`src/rtl/alu_arbiter_if.sv`:
```
// Request/grant, ALU and result bundle shared by the two requesters, the ALU and alu_arbiter.
// master: requesters plus the ALU datapath; slave: the arbiter.
interface alu_arbiter_if #(
  parameter int WIDTH_DATA_LENGTH   = 8,
  parameter int WIDTH_ALUSEL_LENGTH = 4
);
  logic                           Req0;
  logic [WIDTH_DATA_LENGTH-1:0]   DataA0;
  logic [WIDTH_DATA_LENGTH-1:0]   DataB0;
  logic [WIDTH_ALUSEL_LENGTH-1:0] ALUSel0;
  logic                           WriteCZ0;
  logic                           Gnt0;
  logic                           Done0;

  logic                           Req1;
  logic [WIDTH_DATA_LENGTH-1:0]   DataA1;
  logic [WIDTH_DATA_LENGTH-1:0]   DataB1;
  logic [WIDTH_ALUSEL_LENGTH-1:0] ALUSel1;
  logic                           WriteCZ1;
  logic                           Gnt1;
  logic                           Done1;

  logic [WIDTH_DATA_LENGTH-1:0]   AluDataA;
  logic [WIDTH_DATA_LENGTH-1:0]   AluDataB;
  logic [WIDTH_ALUSEL_LENGTH-1:0] AluSel;
  logic                           AluWriteCZ;
  logic [WIDTH_DATA_LENGTH-1:0]   AluDataOut;
  logic                           AluCF;
  logic                           AluZF;

  logic [WIDTH_DATA_LENGTH-1:0]   Result;
  logic                           ResultCF;
  logic                           ResultZF;
  logic                           FlagC;
  logic                           FlagZ;
  logic                           Busy;

  modport master (
    output Req0, DataA0, DataB0, ALUSel0, WriteCZ0,
    output Req1, DataA1, DataB1, ALUSel1, WriteCZ1,
    output AluDataOut, AluCF, AluZF,
    input  Gnt0, Done0, Gnt1, Done1,
    input  AluDataA, AluDataB, AluSel, AluWriteCZ,
    input  Result, ResultCF, ResultZF, FlagC, FlagZ, Busy
  );

  modport slave (
    input  Req0, DataA0, DataB0, ALUSel0, WriteCZ0,
    input  Req1, DataA1, DataB1, ALUSel1, WriteCZ1,
    input  AluDataOut, AluCF, AluZF,
    output Gnt0, Done0, Gnt1, Done1,
    output AluDataA, AluDataB, AluSel, AluWriteCZ,
    output Result, ResultCF, ResultZF, FlagC, FlagZ, Busy
  );
endinterface

```
`src/rtl/alu_arbiter.sv`:
```
// Round-robin share of one ALU between two requesters; 3 cycles per op (grant, Gnt pulse, Done pulse).
// Requests are not accepted while Busy; a requester holds Req and operands until it sees Gnt.
module alu_arbiter #(
  parameter int WIDTH_DATA_LENGTH   = 8,
  parameter int WIDTH_ALUSEL_LENGTH = 4
) (
  input logic          clk,
  input logic          rst,
  alu_arbiter_if.slave bus
);

  typedef struct packed {
    logic [WIDTH_DATA_LENGTH-1:0]   dataA;
    logic [WIDTH_DATA_LENGTH-1:0]   dataB;
    logic [WIDTH_ALUSEL_LENGTH-1:0] aluSel;
    logic                           writeCZ;
  } operand_t;

  typedef enum logic [1:0] {IDLE, EXEC, RESP} state_t;

  state_t   state, stateNext;
  operand_t opReg, req0Op, req1Op;
  logic     lastGnt;
  logic     curSel;
  logic     grantValid;
  logic     grantSel;

  assign req0Op = {bus.DataA0, bus.DataB0, bus.ALUSel0, bus.WriteCZ0};
  assign req1Op = {bus.DataA1, bus.DataB1, bus.ALUSel1, bus.WriteCZ1};

  assign bus.AluDataA = opReg.dataA;
  assign bus.AluDataB = opReg.dataB;
  assign bus.AluSel   = opReg.aluSel;

  always_comb begin
    stateNext  = state;
    grantValid = 1'b0;
    grantSel   = 1'b0;
    case (state)
      IDLE: begin
        if (bus.Req0 || bus.Req1) begin
          grantValid = 1'b1;
          // On a tie the requester not served last time wins.
          grantSel   = (bus.Req0 && bus.Req1) ? ~lastGnt : bus.Req1;
          stateNext  = EXEC;
        end
      end
      EXEC:    stateNext = RESP;
      RESP:    stateNext = IDLE;
      default: stateNext = IDLE;
    endcase
  end

  always_ff @(posedge clk) begin
    if (rst) begin
      state          <= IDLE;
      lastGnt        <= 1'b1;
      curSel         <= 1'b0;
      opReg          <= '0;
      bus.Gnt0       <= 1'b0;
      bus.Gnt1       <= 1'b0;
      bus.Done0      <= 1'b0;
      bus.Done1      <= 1'b0;
      bus.AluWriteCZ <= 1'b0;
      bus.Result     <= '0;
      bus.ResultCF   <= 1'b0;
      bus.ResultZF   <= 1'b0;
      bus.FlagC      <= 1'b0;
      bus.FlagZ      <= 1'b0;
      bus.Busy       <= 1'b0;
    end else begin
      state <= stateNext;
      case (state)
        IDLE: begin
          if (grantValid) begin
            opReg          <= grantSel ? req1Op : req0Op;
            lastGnt        <= grantSel;
            curSel         <= grantSel;
            bus.Gnt0       <= ~grantSel;
            bus.Gnt1       <= grantSel;
            bus.Busy       <= 1'b1;
            bus.AluWriteCZ <= grantSel ? bus.WriteCZ1 : bus.WriteCZ0;
          end
        end
        EXEC: begin
          bus.Result     <= bus.AluDataOut;
          bus.ResultCF   <= bus.AluCF;
          bus.ResultZF   <= bus.AluZF;
          if (opReg.writeCZ) begin
            bus.FlagC <= bus.AluCF;
            bus.FlagZ <= bus.AluZF;
          end
          bus.Gnt0       <= 1'b0;
          bus.Gnt1       <= 1'b0;
          bus.Done0      <= ~curSel;
          bus.Done1      <= curSel;
          bus.AluWriteCZ <= 1'b0;
        end
        RESP: begin
          bus.Done0 <= 1'b0;
          bus.Done1 <= 1'b0;
          bus.Busy  <= 1'b0;
        end
        default: ;
      endcase
    end
  end

endmodule

```
`src/flat_wrapper.sv`:
```
// flat-port wrapper written by rule: the top's interface ports become plain ports
module alu_arbiter_flat 
#(
  parameter int WIDTH_DATA_LENGTH   = 8,
  parameter int WIDTH_ALUSEL_LENGTH = 4
)
  (clk, rst, bus_Req0, bus_DataA0, bus_DataB0, bus_ALUSel0, bus_WriteCZ0, bus_Req1, bus_DataA1, bus_DataB1, bus_ALUSel1, bus_WriteCZ1, bus_AluDataOut, bus_AluCF, bus_AluZF, bus_Gnt0, bus_Done0, bus_Gnt1, bus_Done1, bus_AluDataA, bus_AluDataB, bus_AluSel, bus_AluWriteCZ, bus_Result, bus_ResultCF, bus_ResultZF, bus_FlagC, bus_FlagZ, bus_Busy);
  alu_arbiter_if #(.WIDTH_DATA_LENGTH(WIDTH_DATA_LENGTH), .WIDTH_ALUSEL_LENGTH(WIDTH_ALUSEL_LENGTH)) bus_i ();
  input logic clk;
  input logic rst;
  input wire logic [$bits(bus_i.Req0)-1:0] bus_Req0;
  input wire logic [$bits(bus_i.DataA0)-1:0] bus_DataA0;
  input wire logic [$bits(bus_i.DataB0)-1:0] bus_DataB0;
  input wire logic [$bits(bus_i.ALUSel0)-1:0] bus_ALUSel0;
  input wire logic [$bits(bus_i.WriteCZ0)-1:0] bus_WriteCZ0;
  input wire logic [$bits(bus_i.Req1)-1:0] bus_Req1;
  input wire logic [$bits(bus_i.DataA1)-1:0] bus_DataA1;
  input wire logic [$bits(bus_i.DataB1)-1:0] bus_DataB1;
  input wire logic [$bits(bus_i.ALUSel1)-1:0] bus_ALUSel1;
  input wire logic [$bits(bus_i.WriteCZ1)-1:0] bus_WriteCZ1;
  input wire logic [$bits(bus_i.AluDataOut)-1:0] bus_AluDataOut;
  input wire logic [$bits(bus_i.AluCF)-1:0] bus_AluCF;
  input wire logic [$bits(bus_i.AluZF)-1:0] bus_AluZF;
  output wire logic [$bits(bus_i.Gnt0)-1:0] bus_Gnt0;
  output wire logic [$bits(bus_i.Done0)-1:0] bus_Done0;
  output wire logic [$bits(bus_i.Gnt1)-1:0] bus_Gnt1;
  output wire logic [$bits(bus_i.Done1)-1:0] bus_Done1;
  output wire logic [$bits(bus_i.AluDataA)-1:0] bus_AluDataA;
  output wire logic [$bits(bus_i.AluDataB)-1:0] bus_AluDataB;
  output wire logic [$bits(bus_i.AluSel)-1:0] bus_AluSel;
  output wire logic [$bits(bus_i.AluWriteCZ)-1:0] bus_AluWriteCZ;
  output wire logic [$bits(bus_i.Result)-1:0] bus_Result;
  output wire logic [$bits(bus_i.ResultCF)-1:0] bus_ResultCF;
  output wire logic [$bits(bus_i.ResultZF)-1:0] bus_ResultZF;
  output wire logic [$bits(bus_i.FlagC)-1:0] bus_FlagC;
  output wire logic [$bits(bus_i.FlagZ)-1:0] bus_FlagZ;
  output wire logic [$bits(bus_i.Busy)-1:0] bus_Busy;
  assign bus_i.Req0 = bus_Req0;
  assign bus_i.DataA0 = bus_DataA0;
  assign bus_i.DataB0 = bus_DataB0;
  assign bus_i.ALUSel0 = bus_ALUSel0;
  assign bus_i.WriteCZ0 = bus_WriteCZ0;
  assign bus_i.Req1 = bus_Req1;
  assign bus_i.DataA1 = bus_DataA1;
  assign bus_i.DataB1 = bus_DataB1;
  assign bus_i.ALUSel1 = bus_ALUSel1;
  assign bus_i.WriteCZ1 = bus_WriteCZ1;
  assign bus_i.AluDataOut = bus_AluDataOut;
  assign bus_i.AluCF = bus_AluCF;
  assign bus_i.AluZF = bus_AluZF;
  assign bus_Gnt0 = bus_i.Gnt0;
  assign bus_Done0 = bus_i.Done0;
  assign bus_Gnt1 = bus_i.Gnt1;
  assign bus_Done1 = bus_i.Done1;
  assign bus_AluDataA = bus_i.AluDataA;
  assign bus_AluDataB = bus_i.AluDataB;
  assign bus_AluSel = bus_i.AluSel;
  assign bus_AluWriteCZ = bus_i.AluWriteCZ;
  assign bus_Result = bus_i.Result;
  assign bus_ResultCF = bus_i.ResultCF;
  assign bus_ResultZF = bus_i.ResultZF;
  assign bus_FlagC = bus_i.FlagC;
  assign bus_FlagZ = bus_i.FlagZ;
  assign bus_Busy = bus_i.Busy;
  alu_arbiter #(.WIDTH_DATA_LENGTH(WIDTH_DATA_LENGTH), .WIDTH_ALUSEL_LENGTH(WIDTH_ALUSEL_LENGTH)) u_core (.clk(clk), .rst(rst), .bus(bus_i));
endmodule
```
`config.mk`:
```
export PLATFORM = sky130hd
export DESIGN_NAME = alu_arbiter_flat
export DESIGN_NICKNAME = d
export VERILOG_FILES = /design/src/rtl/alu_arbiter_if.sv /design/src/rtl/alu_arbiter.sv /design/src/flat_wrapper.sv
export SDC_FILE = /design/constraint.sdc
export NUM_CORES = 1
export LEC_CHECK = 0
export ABC_AREA = 1
export BUFFER_PORTS_ARGS = -buffer_cell sky130_fd_sc_hd__buf_2
export CORE_MARGIN = 4
export CORE_UTILIZATION = 50
export CTS_CLUSTER_DIAMETER = 150
export DETAILED_ROUTE_END_ITERATION = 10
export HOLD_SLACK_MARGIN = 0.08
export PLACE_DENSITY = 0.88
export SLEW_MARGIN = 0
export SYNTH_ARGS = -nofsm -noshare
export SYNTH_HDL_FRONTEND = slang
export SYNTH_SLANG_ARGS = --single-unit
```
`constraint.sdc`:
```
create_clock -name clk -period 2.35 [get_ports clk]
set_input_delay 0.47 -clock clk [delete_from_list [all_inputs] [get_ports clk]]
set_output_delay 0.47 -clock clk [all_outputs]
set_load 0.01 [all_outputs]
```
==> results of run 1 <==
-- cell families after synthesis --
family,count (synthesis),synth area share (%)
compound gates,27,6.810
fa+ha+maj,3,1.792
buf+inv,66,17.68
flops,43,41.10
simple gates,165,32.62
-- layout by cell type, fill, tap and decap left out --
| master | count |
|---|---|
| a211oi_1 | 1 |
| a21oi_1 | 10 |
| buf_2 | 93 |
| buf_4 | 1 |
| bufinv_16 | 2 |
| clkbuf_8 | 5 |
| clkinv_1 | 1 |
| clkinvlp_4 | 1 |
| dfxtp_1 | 43 |
| ha_1 | 3 |
| inv_1 | 29 |
| inv_2 | 2 |
| nand2_1 | 77 |
| nand2_4 | 1 |
| nand3_1 | 24 |
| nand4_1 | 1 |
| nor2_1 | 60 |
| nor2_4 | 1 |
| nor2_8 | 1 |
| o211a_1 | 1 |
| o21ai_0 | 14 |
| o21ai_1 | 1 |
-- stage by stage --
stage / hold slack [ns] / instance area, um^2 / util, %
floorplan: 0.4287 / 2095 / -
global placement: 0.4446 / 2380 / 59.07
detailed placement: 0.4523 / 2380 / 59.07
CTS: 0.3865 / 2516 / 62.45
global route: 0.4043 / 2516 / 62.45
finish: 0.3916 / 2516 / 62.45
-- report_power, final --
group	total (mW)	internal, mW	switching, mW
Combinational	0.500	0.199	0.301
Clock	0.682	0.424	0.258
Sequential	0.869	0.824	0.0451
-- flip-flops by register name (all words and copies together) (netlist names), 2 cells and up --
signal	cells
u_core.bus.AluDataA	8
u_core.bus.AluDataB	8
u_core.bus.Result	8
u_core.bus.AluSel	4
u_core.state	2
-- worst max-delay path by stage --
| stage | start | end | slack [ns] | cells past startpoint |
|---|---|---|---|---|
| after floorplan | u_core.state[0]$_SDFFE_PP0P_ | u_core.bus.AluDataB[4]$_SDFFE_PP0P_ | 1.02 | 11 |
| after global placement | u_core.state[0]$_SDFFE_PP0P_ | u_core.bus.AluSel[3]$_SDFFE_PP0P_ | 0.73 | 10 |
| after detailed placement | u_core.state[0]$_SDFFE_PP0P_ | u_core.bus.AluSel[3]$_SDFFE_PP0P_ | 0.67 | 10 |
| after CTS | u_core.state[0]$_SDFFE_PP0P_ | u_core.bus.AluSel[3]$_SDFFE_PP0P_ | 0.67 | 10 |
| after global routing | u_core.state[1]$_SDFFE_PP0P_ | u_core.bus.AluDataA[6]$_SDFFE_PP0P_ | 0.46 | 10 |
| final | u_core.state[1]$_SDFFE_PP0P_ | u_core.bus.AluDataA[2]$_SDFFE_PP0P_ | 0.65 | 10 |
-- metal layers --
metal,up-vias,GRT usage [%]
met5,-,0
li1,1043,-
met2,80,30.46
met4,0,3.689
met1,880,22.17
met3,5,4.959
-- cells in the mapped netlist (3+ instances only) --
library cell,instances,area (um^2)
buf_6,4,45.04
clkbuf_1,3,11.26
nand3_1,24,120.1
buf_4,24,180.2
dfxtp_1,43,860.8
o21ai_0,14,70.07
a21oi_1,10,50.05
nor2_1,60,225.2
nand2_1,77,289.0
ha_1,3,37.54
inv_1,29,108.9
-- critical path, stage by stage, from the launching register on --
cell      delay [ns]
dfxtp_1         0.36
inv_1           0.07
ha_1            0.24
nand2_1         0.08
clkinv_1        0.10
nand2_4         0.23
inv_2           0.23
nand2_1         0.11
nand3_1         0.07
nand2_1         0.08
inv_1           0.04
-- final cells by class --
cell class                 count  area, um^2  share of cell area, %
tap                           50       62.56                  2.486
clock buffer                   5       68.82                  2.735
multi-input combinational    195       863.3                  34.31
timing repair buffer          94       473.0                  18.80
sequential                    43       860.8                  34.21
clock inverter                 3       67.56                  2.685
inverter                      32       120.1                  4.774
==> results.md, run 1 <==
- Status: finished clean
- Final clock skew: around 0.0055 ns
- Warnings from Yosys: 0
- Cts bufs inserted: 5
- Crit path DAT: about 1.9 ns
- Iter 0 DRT Violations: between 40 and 50
- Worst-Margin Slew: ~0.55 ns
- Main synth FF type: dfxtp_1
- Top Layer Used: met4
- Met2 WL post-DR: about 2.1 mm
- Worst setup SP type: flip-flop
- EDFF count, synth: 0
- Leak pwr: about 1.5 nW
- Worst-path clk slew: about 0.09 ns
- Wire length on met1: 2.029 mm
- Async S/R FF share, synth: 0%
- Largest net degree at the start of global routing: 46
- CP required: between 2 and 3 ns
- GRT overflow: 0
- Synth-to-layout area growth: 20.13%
- R2R Path Start: u_core.state[1]$_SDFFE_PP0P_
- Number of vias in the routed layout: ~2000
- Cell count after synthesis: ~300
- Period utilisation layout: between 70% and 80%
- Dpl ws: around 0.67 ns
- DRT antenna net count: 0
- R2R depth: 10
- Fin nets: 430
- Setup bufs post-CTS: 0
- Clock root buffer: clkbuf_8
- Max-slew violations: 0
- Drt first pass iters: 4
- PD cells: around 800 nW/um^2
- # hold bufs at CTS: 0
- Number of clock sinks: 43
- Hold Path Cell Cnt: 3
- Final setup margin: between 0.6 and 0.7 ns
- Routed length per instance: ~11 um
- Rows: 23
- H-Tree Depth: 2
- DR WL met3: between 400 and 500 um
- Die ar.: 5288 um^2
- Cells after DPL: 414
- Fill count: 376
- RSZ-0062 raised after global routing: no
- Gpl congestion: roughly 0.86
- CP endpoint kind: flip-flop
- Final Hold Viols: 0
- Worst min path class: in2reg
- First-pass GRT wire length: between 7 and 8 mm
- Total Power: ~2.1 mW
- Clk buf depth: 2
- Vias in the first global route: ~1800
- Layout Cells excl Fill: 422
- Post-synth cell types: 22
- Final setup vio count: 0
- Crit Path Class: reg2reg
- CTS tree: built
- F_max: 587.1 MHz
- Die Width: about 73 um
- Crit-path max FO: 25
- Minimum clock period: around 1.7 ns
- DP Wirelength: between 3 and 4 mm
- RR Endpoint: u_core.bus.AluDataA[2]$_SDFFE_PP0P_
- Hold Crit Start: bus_AluDataOut[6]
- Fraction of layout cells with a size suffix above 1: between 20% and 30%
- Effective utilization at floorplan: between 50% and 60%
- Sequential-to-total area share from yosys stat: around 41%
- Synthesized area: approximately 2100 um^2
- #FFs+latches synth: between 40 and 50
- Port Buffer Count: between 90 and 100
- WL final: 4.640 mm
- Die span in y: a little over 70 um
- Post-Syn Area per Cell: between 6 and 7 um^2
- Tot GR Track Use: ~18%
- Initial antenna violation count: 0
- Max-Cap Viols: 0
- Clock latency on the worst-skew pair: 0.29 ns
- Synth Net Count: 363
- CTS resizes: 0
- Diode count: 0
- Via density: 4.758
- # IOs: between 90 and 100
- Worst VDD drop: approximately 0.00051 V
- Core box area: ~4000 um^2
- Final setup TNS: 0 ns
- Max_slew headroom: around 63%
- R2R setup slack: 0.65 ns
- DR DRC count: 0
- WHS Endpoint: u_core.bus.Result[6]$_SDFFE_PP0P_
Note: power is estimated with default switching activity, not from simulation.
==> run 2, diff against run 1 <==
- ABC_AREA: 1 -> 0
- CORE_UTILIZATION: 50 -> 42
- PLACE_DENSITY: 0.88 -> 0.79
- clock period: 2.35 -> 1.55 ns (I/O delays scaled with it)
==> results.md, run 2 <==
- DP Wirelength: between 3 and 4 mm
- Hold Path Cell Cnt: 3
- Gpl congestion: 0.7512
- F_max: ~690 MHz
- PD cells: roughly 1100 nW/um^2
- Port Buffer Count: between 90 and 100
- Post-synth top area cell: dfxtp_1
- Fraction of layout cells with a size suffix above 1: 45.57%
- Post-Syn Area per Cell: a little over 9 um^2
- Post-Route Utilization: 57.07%
- Final clock skew: 0.008545 ns
- Iter 0 DRT Violations: 45
- Cts bufs inserted: 5
- Worst min path class: in2reg
- Cell count after synthesis: 230
- Minimum clock period: about 1.4 ns
- EDFF count, synth: 0
- Most numerous cell in the Yosys netlist: dfxtp_1
- Max-Cap Viols: 0
- R2R setup slack: ~0.11 ns
- Crit-path cells: inv_1 -> ha_4 -> buf_4 -> nor3b_2 -> buf_4 -> o21ai_0 -> a21oi_1
- Fill count: 449
- Hold Crit Start: bus_AluDataOut[0]
- Via density: between 5 and 6
- Max-slew violations: 0
- Core box area: roughly 4800 um^2
- Most used cell, CP: buf_4
- Leak pwr: 1.261 nW
- Total Power: approximately 3 mW
- Die ar.: a little over 6000 um^2
- Synth Net Count: about 290
- Top-area cell type share of the netlist area: 40.73%
- Die Width: 78.94 um
- Slowest cell delay on critical path: ~0.36 ns
- Worst-path clk slew: approximately 0.080 ns
- Final setup vio count: 0
- R2R depth: 7
- Worst-Margin Slew: approximately 0.45 ns
- # IOs: between 90 and 100
- Synth-to-layout area growth: 29.25%
- Post-synth cell types: 30
- Vias in the first global route: 1880
- Status: finished clean
- CP endpoint kind: flip-flop
- Crit-path max FO: 6
- Die span in y: 78.94 um
- Largest net degree at the start of global routing: 24
- WL final: approximately 5.0 mm
- H-Tree Depth: 2
- Slowest CP cell: dfxtp_1
- Commonest non-fill, non-tap cell in the layout: buf_2
- Initial antenna violation count: 0
- Tot GR Track Use: 16.25%
- Routed length per instance: 13.47 um
- Most frequent cells in the layout: buf_2 (93), dfxtp_1 (43), nor2_1 (36)
- DRT antenna net count: 0
- Diode count: 0
- R2R Path Start: u_core.state[1]$_SDFFE_PP0P_
- CTS tree: built
- Synth cell count leaders: dfxtp_1 (43), nor2_1 (36), buf_4 (24), inv_1 (24), nor4_1 (20)
- RR Endpoint: u_core.bus.Gnt1$_SDFFE_PP0P_
- Final Hold Viols: 0
- Drt first pass iters: 4
- RSZ-0062 raised after global routing: no
- Warnings from Yosys: 0
- Period utilisation layout: between 90 and 100%
- #FFs+latches synth: 43
- Main synth FF type: dfxtp_1
- Crit Path Class: reg2reg
- Worst VDD drop: between 0.0007 and 0.0008 V
- Worst setup SP type: flip-flop
- WHS Endpoint: u_core.bus.Result[0]$_SDFFE_PP0P_
- Sequential-to-total area share from yosys stat: approximately two fifths
- Final setup TNS: 0 ns
- CP required: between 1.5 and 2 ns
- Number of vias in the routed layout: ~1900
- # hold bufs at CTS: 0
- Clock root buffer: clkbuf_8
- Fin nets: between 300 and 400
- Crit path DAT: ~1.6 ns
- Setup bufs post-CTS: 0
- Number of clock sinks: 43
- Clk buf depth: 2
- Top cells by area, synth: dfxtp_1 (41%), a2111oi_2 (13%), buf_4 (8.5%), nor2_1 (6.4%), nor4_1 (5.9%)
- First-pass GRT wire length: between 8 and 9 mm
- DR DRC count: 0
- GRT overflow: 0
- Clock latency on the worst-skew pair: 0.29 ns
- Effective utilization at floorplan: ~44%
- Rows: 25
- Synthesized area: about 2100 um^2
- Max_slew headroom: 69.76%
- Async S/R FF share, synth: 0%
-- run 2: changes by cell type after synthesis, moves of 4 or more --
cell	previous run	this run
a21oi_1	10	6
o21ai_0	14	5
clkbuf_1	3	8
nand3_1	24	3
inv_1	29	24
mux2i_1	0	12
buf_6	4	0
nor2_1	60	36
nor4_1	0	20
a2111oi_2	0	19
nand2_1	77	4
-- run 2: repair_timing --
item,in CTS,in global routing
endpoints found under the setup margin,3,21
gates resized for setup,3,3
hold endpoints to repair,0,0
-- run 2: metal layers --
layer / up-vias / part of all wire [%] / global-route usage, %
li1: 936 / - / -
met1: 854 / 40 / 17.52
met2: 75 / 49 / 29.88
met3: 5 / 10 / 6.009
met4: 0 / 0.88 / 4.124
met5: - / 0 / 0
-- run 2: cell families after synthesis --
kind of cell	count (synthesis)	synth area share, %
and+or+nand+nor	71	16.46
DFF	43	40.73
muxes	12	5.684
AOI/OAI and AO/OA	39	19.78
adders and majority gates	3	1.776
buffers and inverters	62	15.57
-- run 2: where the power goes --
part           internal (mW)  switching, mW
Clock                  0.480          0.404
Sequential              1.23         0.0636
Combinational          0.393          0.435
Total                   2.10          0.903
-- run 2: final cells by class --
cell class | instances | area, um^2 | share of cell area, %
Clock buffer | 5 | 68.82 | 2.519
Clock inverter | 3 | 43.79 | 1.603
Inverter | 24 | 90.09 | 3.298
Multi-Input combinational cell | 125 | 953.4 | 34.91
Sequential cell | 43 | 860.8 | 31.52
Tap cell | 67 | 83.83 | 3.069
Timing Repair Buffer | 105 | 630.6 | 23.09
-- run 2: through the flow --
| stage | setup WS (ns) | instances | cell area, um^2 | hold slack (ns) |
|---|---|---|---|---|
| global placement | 0.08520 | 364 | 2589 | 0.4471 |
| global route | 0.007066 | 372 | 2731 | 0.2566 |
| finish | 0.1058 | 372 | 2731 | 0.2520 |
| floorplan | 0.07029 | 230 | 2115 | 0.4571 |
| CTS | 0.03835 | 372 | 2716 | 0.2424 |
| detailed placement | 0.001749 | 364 | 2589 | 0.4542 |
-- run 2: worst max-delay path, delay by kind of cell, from the launching register on --
| kind | cells | cell delay [ns] |
|---|---|---|
| AOI/OAI and AO/OA | 2 | 0.26 |
| DFF | 1 | 0.36 |
| and+or+nand+nor | 1 | 0.14 |
| buffers and inverters | 3 | 0.37 |
| adders and majority gates | 1 | 0.18 |
-- run 2: how the worst max path moves through the flow --
stage | end | slack, ns | cells after the start | startpoint
3_3_place_gp | u_core.bus.AluWriteCZ$_SDFFE_PP0P_ | 0.09 | 7 | u_core.state[1]$_SDFFE_PP0P_
3_5_place_dp | u_core.bus.AluSel[2]$_SDFFE_PP0P_ | 0.002 | 6 | u_core.state[0]$_SDFFE_PP0P_
5_1_grt | u_core.bus.Gnt0$_SDFFE_PP0P_ | 0.007 | 7 | u_core.state[1]$_SDFFE_PP0P_
2_1_floorplan | u_core.bus.AluDataA[0]$_SDFFE_PP0P_ | 0.07 | 7 | u_core.state[0]$_SDFFE_PP0P_
6_report | u_core.bus.Gnt1$_SDFFE_PP0P_ | 0.11 | 7 | u_core.state[1]$_SDFFE_PP0P_
4_1_cts | u_core.bus.AluDataA[7]$_SDFFE_PP0P_ | 0.04 | 6 | u_core.state[0]$_SDFFE_PP0P_
==> run 3, diff against run 2 <==
- ABC_AREA: 0 -> unset
- RECOVER_POWER: unset -> 100
==> results.md, run 3 (synthesis results as in run 2) <==
- Rows: 25
- R2R setup slack: 0.12 ns
- Crit-path max FO: 6
- Sequential share of power: between 40% and 50%
- R2R depth: 7
- Routed length per instance: approximately 14 um
- Switching Fraction: a little under a third
- Internal power: about 2.1 mW
- Worst VDD drop: 0.0007101 V
- Worst min path class: in2reg
- Die Width: a little under 80 um
- Final Hold Viols: 0
- Fraction of layout cells with a size suffix above 1: between 30% and 40%
- R2R Path Start: u_core.state[1]$_SDFFE_PP0P_
- CTS tree: built
- Worst-path clk slew: around 0.080 ns
- Worst path top cell family by delay: flip-flops
- Worst-Margin Slew: about 0.44 ns
- CP required: 1.72 ns
- FF/Latch Area: roughly 860 um^2
- Clk buf depth: 2
- Crit path buf inv count: 3
- Initial antenna violation count: 0
- Number of clock sinks: 43
- RR Endpoint: u_core.bus.Gnt1$_SDFFE_PP0P_
- H-Tree Depth: 2
- Slowest CP cell: dfxtp_1
- Final setup TNS: 0 ns
- Final clock skew: between 0.008 and 0.009 ns
- Minimum clock period: between 1 and 1.5 ns
- Crit-path cells: inv_1 -> ha_4 -> buf_4 -> nor3b_2 -> clkbuf_2 -> o21ai_0 -> a21oi_1
- # hold bufs at CTS: 0
- Vias in the first global route: 1880
- Slowest cell delay on critical path: 0.36 ns
- Crit. Startpoint: u_core.state[1]$_SDFFE_PP0P_
- Number of vias in the routed layout: between 1500 and 2000
- Hold Crit Start: bus_AluDataOut[0]
- Die ar.: 6231 um^2
- Clk pwr share: just under 30%
- Cells after DPL: about 360
- Area of the multi-input gates: 953.4 um^2
- Port Buffer Count: between 90 and 100
- Clock latency on the worst-skew pair: roughly 0.3 ns
- Clock root buffer: clkbuf_8
- Status: finished clean
- Hold Path Cell Cnt: 3
- Commonest non-fill, non-tap cell in the layout: buf_2
- Diode count: 0
- Crit path DAT: 1.60 ns
- Effective utilization at floorplan: ~44%
- Fin nets: between 300 and 400
- Crit Path Class: reg2reg
- Via density: 5.013
- Combinational share of power: 26.8%
- Layout Cells excl Fill: about 370
- DR DRC count: 0
- DRT antenna net count: 0
- Cts bufs inserted: 5
- Gpl congestion: between 0.7 and 0.8
- Most frequent cells in the layout: buf_2 (55), dfxtp_1 (43), clkbuf_1 (38)
- DP Wirelength: ~3.7 mm
- Tot GR Track Use: between 10% and 20%
- WL final: 5.029 mm
- Max-slew violations: 0
- Final setup vio count: 0
- RSZ-0062 raised after global routing: no
- F_max: ~700 MHz
- Core box area: 4786 um^2
- Max-Cap Viols: 0
- CP endpoint kind: flip-flop
- Die span in y: 78.94 um
- WHS Endpoint: u_core.bus.Result[0]$_SDFFE_PP0P_
- GRT overflow: 0
- Worst setup SP type: flip-flop
- Max_slew headroom: 70.60%
- Leak pwr: approximately 1.1 nW
- First-pass GRT wire length: between 8 and 9 mm
- Largest net degree at the start of global routing: 24
- Drt first pass iters: 4
- Period utilisation layout: just over 90%
- Synth-to-layout area growth: 26.88%
- Fill count: approximately 470
- PD cells: about 1100 nW/um^2
- Switch Pwr: 0.9065 mW
- # IOs: 94
- Iter 0 DRT Violations: 44
[run 3: cell types whose count changed in the layout (fill, tap and decap cells not counted)]
cell	previous run	this run
clkbuf_2	0	1
buf_4	6	5
buf_2	93	55
clkbuf_1	0	38
[run 3: area by class of cell]
| class | instances | area share, % |
|---|---|---|
| Multi-Input combinational cell | 125 | 35.56 |
| Timing Repair Buffer | 105 | 21.65 |
| Sequential cell | 43 | 32.10 |
| Clock inverter | 3 | 1.633 |
| Tap cell | 67 | 3.126 |
| Inverter | 24 | 3.360 |
| Clock buffer | 5 | 2.566 |
[run 3: power by group through the flow]
stage | logic, mW | registers (mW) | clock network [mW]
2_1_floorplan | 0.570 | 1.32 | 0
3_3_place_gp | 0.803 | 1.31 | 0
3_5_place_dp | 0.821 | 1.31 | 0
4_1_cts | 0.830 | 1.29 | 0.912
5_1_grt | 0.880 | 1.31 | 0.954
6_report | 0.799 | 1.29 | 0.884
[run 3: worst max-delay path by stage]
| stage | endpoint | depth (start not counted) |
|---|---|---|
| 6_report | u_core.bus.Gnt1$_SDFFE_PP0P_ | 7 |
| 3_3_place_gp | u_core.bus.AluWriteCZ$_SDFFE_PP0P_ | 7 |
| 5_1_grt | u_core.bus.Gnt0$_SDFFE_PP0P_ | 7 |
| 3_5_place_dp | u_core.bus.AluSel[2]$_SDFFE_PP0P_ | 6 |
| 4_1_cts | u_core.bus.AluDataA[7]$_SDFFE_PP0P_ | 6 |
| 2_1_floorplan | u_core.bus.AluDataA[0]$_SDFFE_PP0P_ | 7 |
[run 3: timing repair]
item	in CTS	in global routing
hold endpoints to repair	0	0
setup endpoints to repair	3	21
cloned	0	0
setup buffers	0	0
gates resized for setup	3	3
[run 3: worst reg2reg max path, stage by stage (launching register included)]
cell	delay [ns]
dfxtp_1	0.36
inv_1	0.09
ha_4	0.18
buf_4	0.14
nor3b_2	0.14
clkbuf_2	0.13
o21ai_0	0.18
a21oi_1	0.08
[run 3: metal layers]
layer	share of wire (%)	routed length (um)	track usage, %	up-vias
met3	10	503	6.009	5
met4	0.87	44	4.124	0
met1	41	2045	17.52	851
li1	-	-	-	933
met5	0	0	0	-
met2	48	2435	29.88	76
[run 3: per-stage QoR]
step	power (mW)	utilization [%]	hold WS [ns]	instance area, um^2	setup slack (ns)
3_3_place_gp	2.115	54.09	0.4471	2589	0.08520
6_report	2.977	56.03	0.2517	2681	0.1157
4_1_cts	3.032	56.76	0.2424	2716	0.03835
3_5_place_dp	2.135	54.09	0.4542	2589	0.001749
2_1_floorplan	1.892	-	0.4571	2115	0.07029
5_1_grt	3.143	56.03	0.2566	2681	0.004559
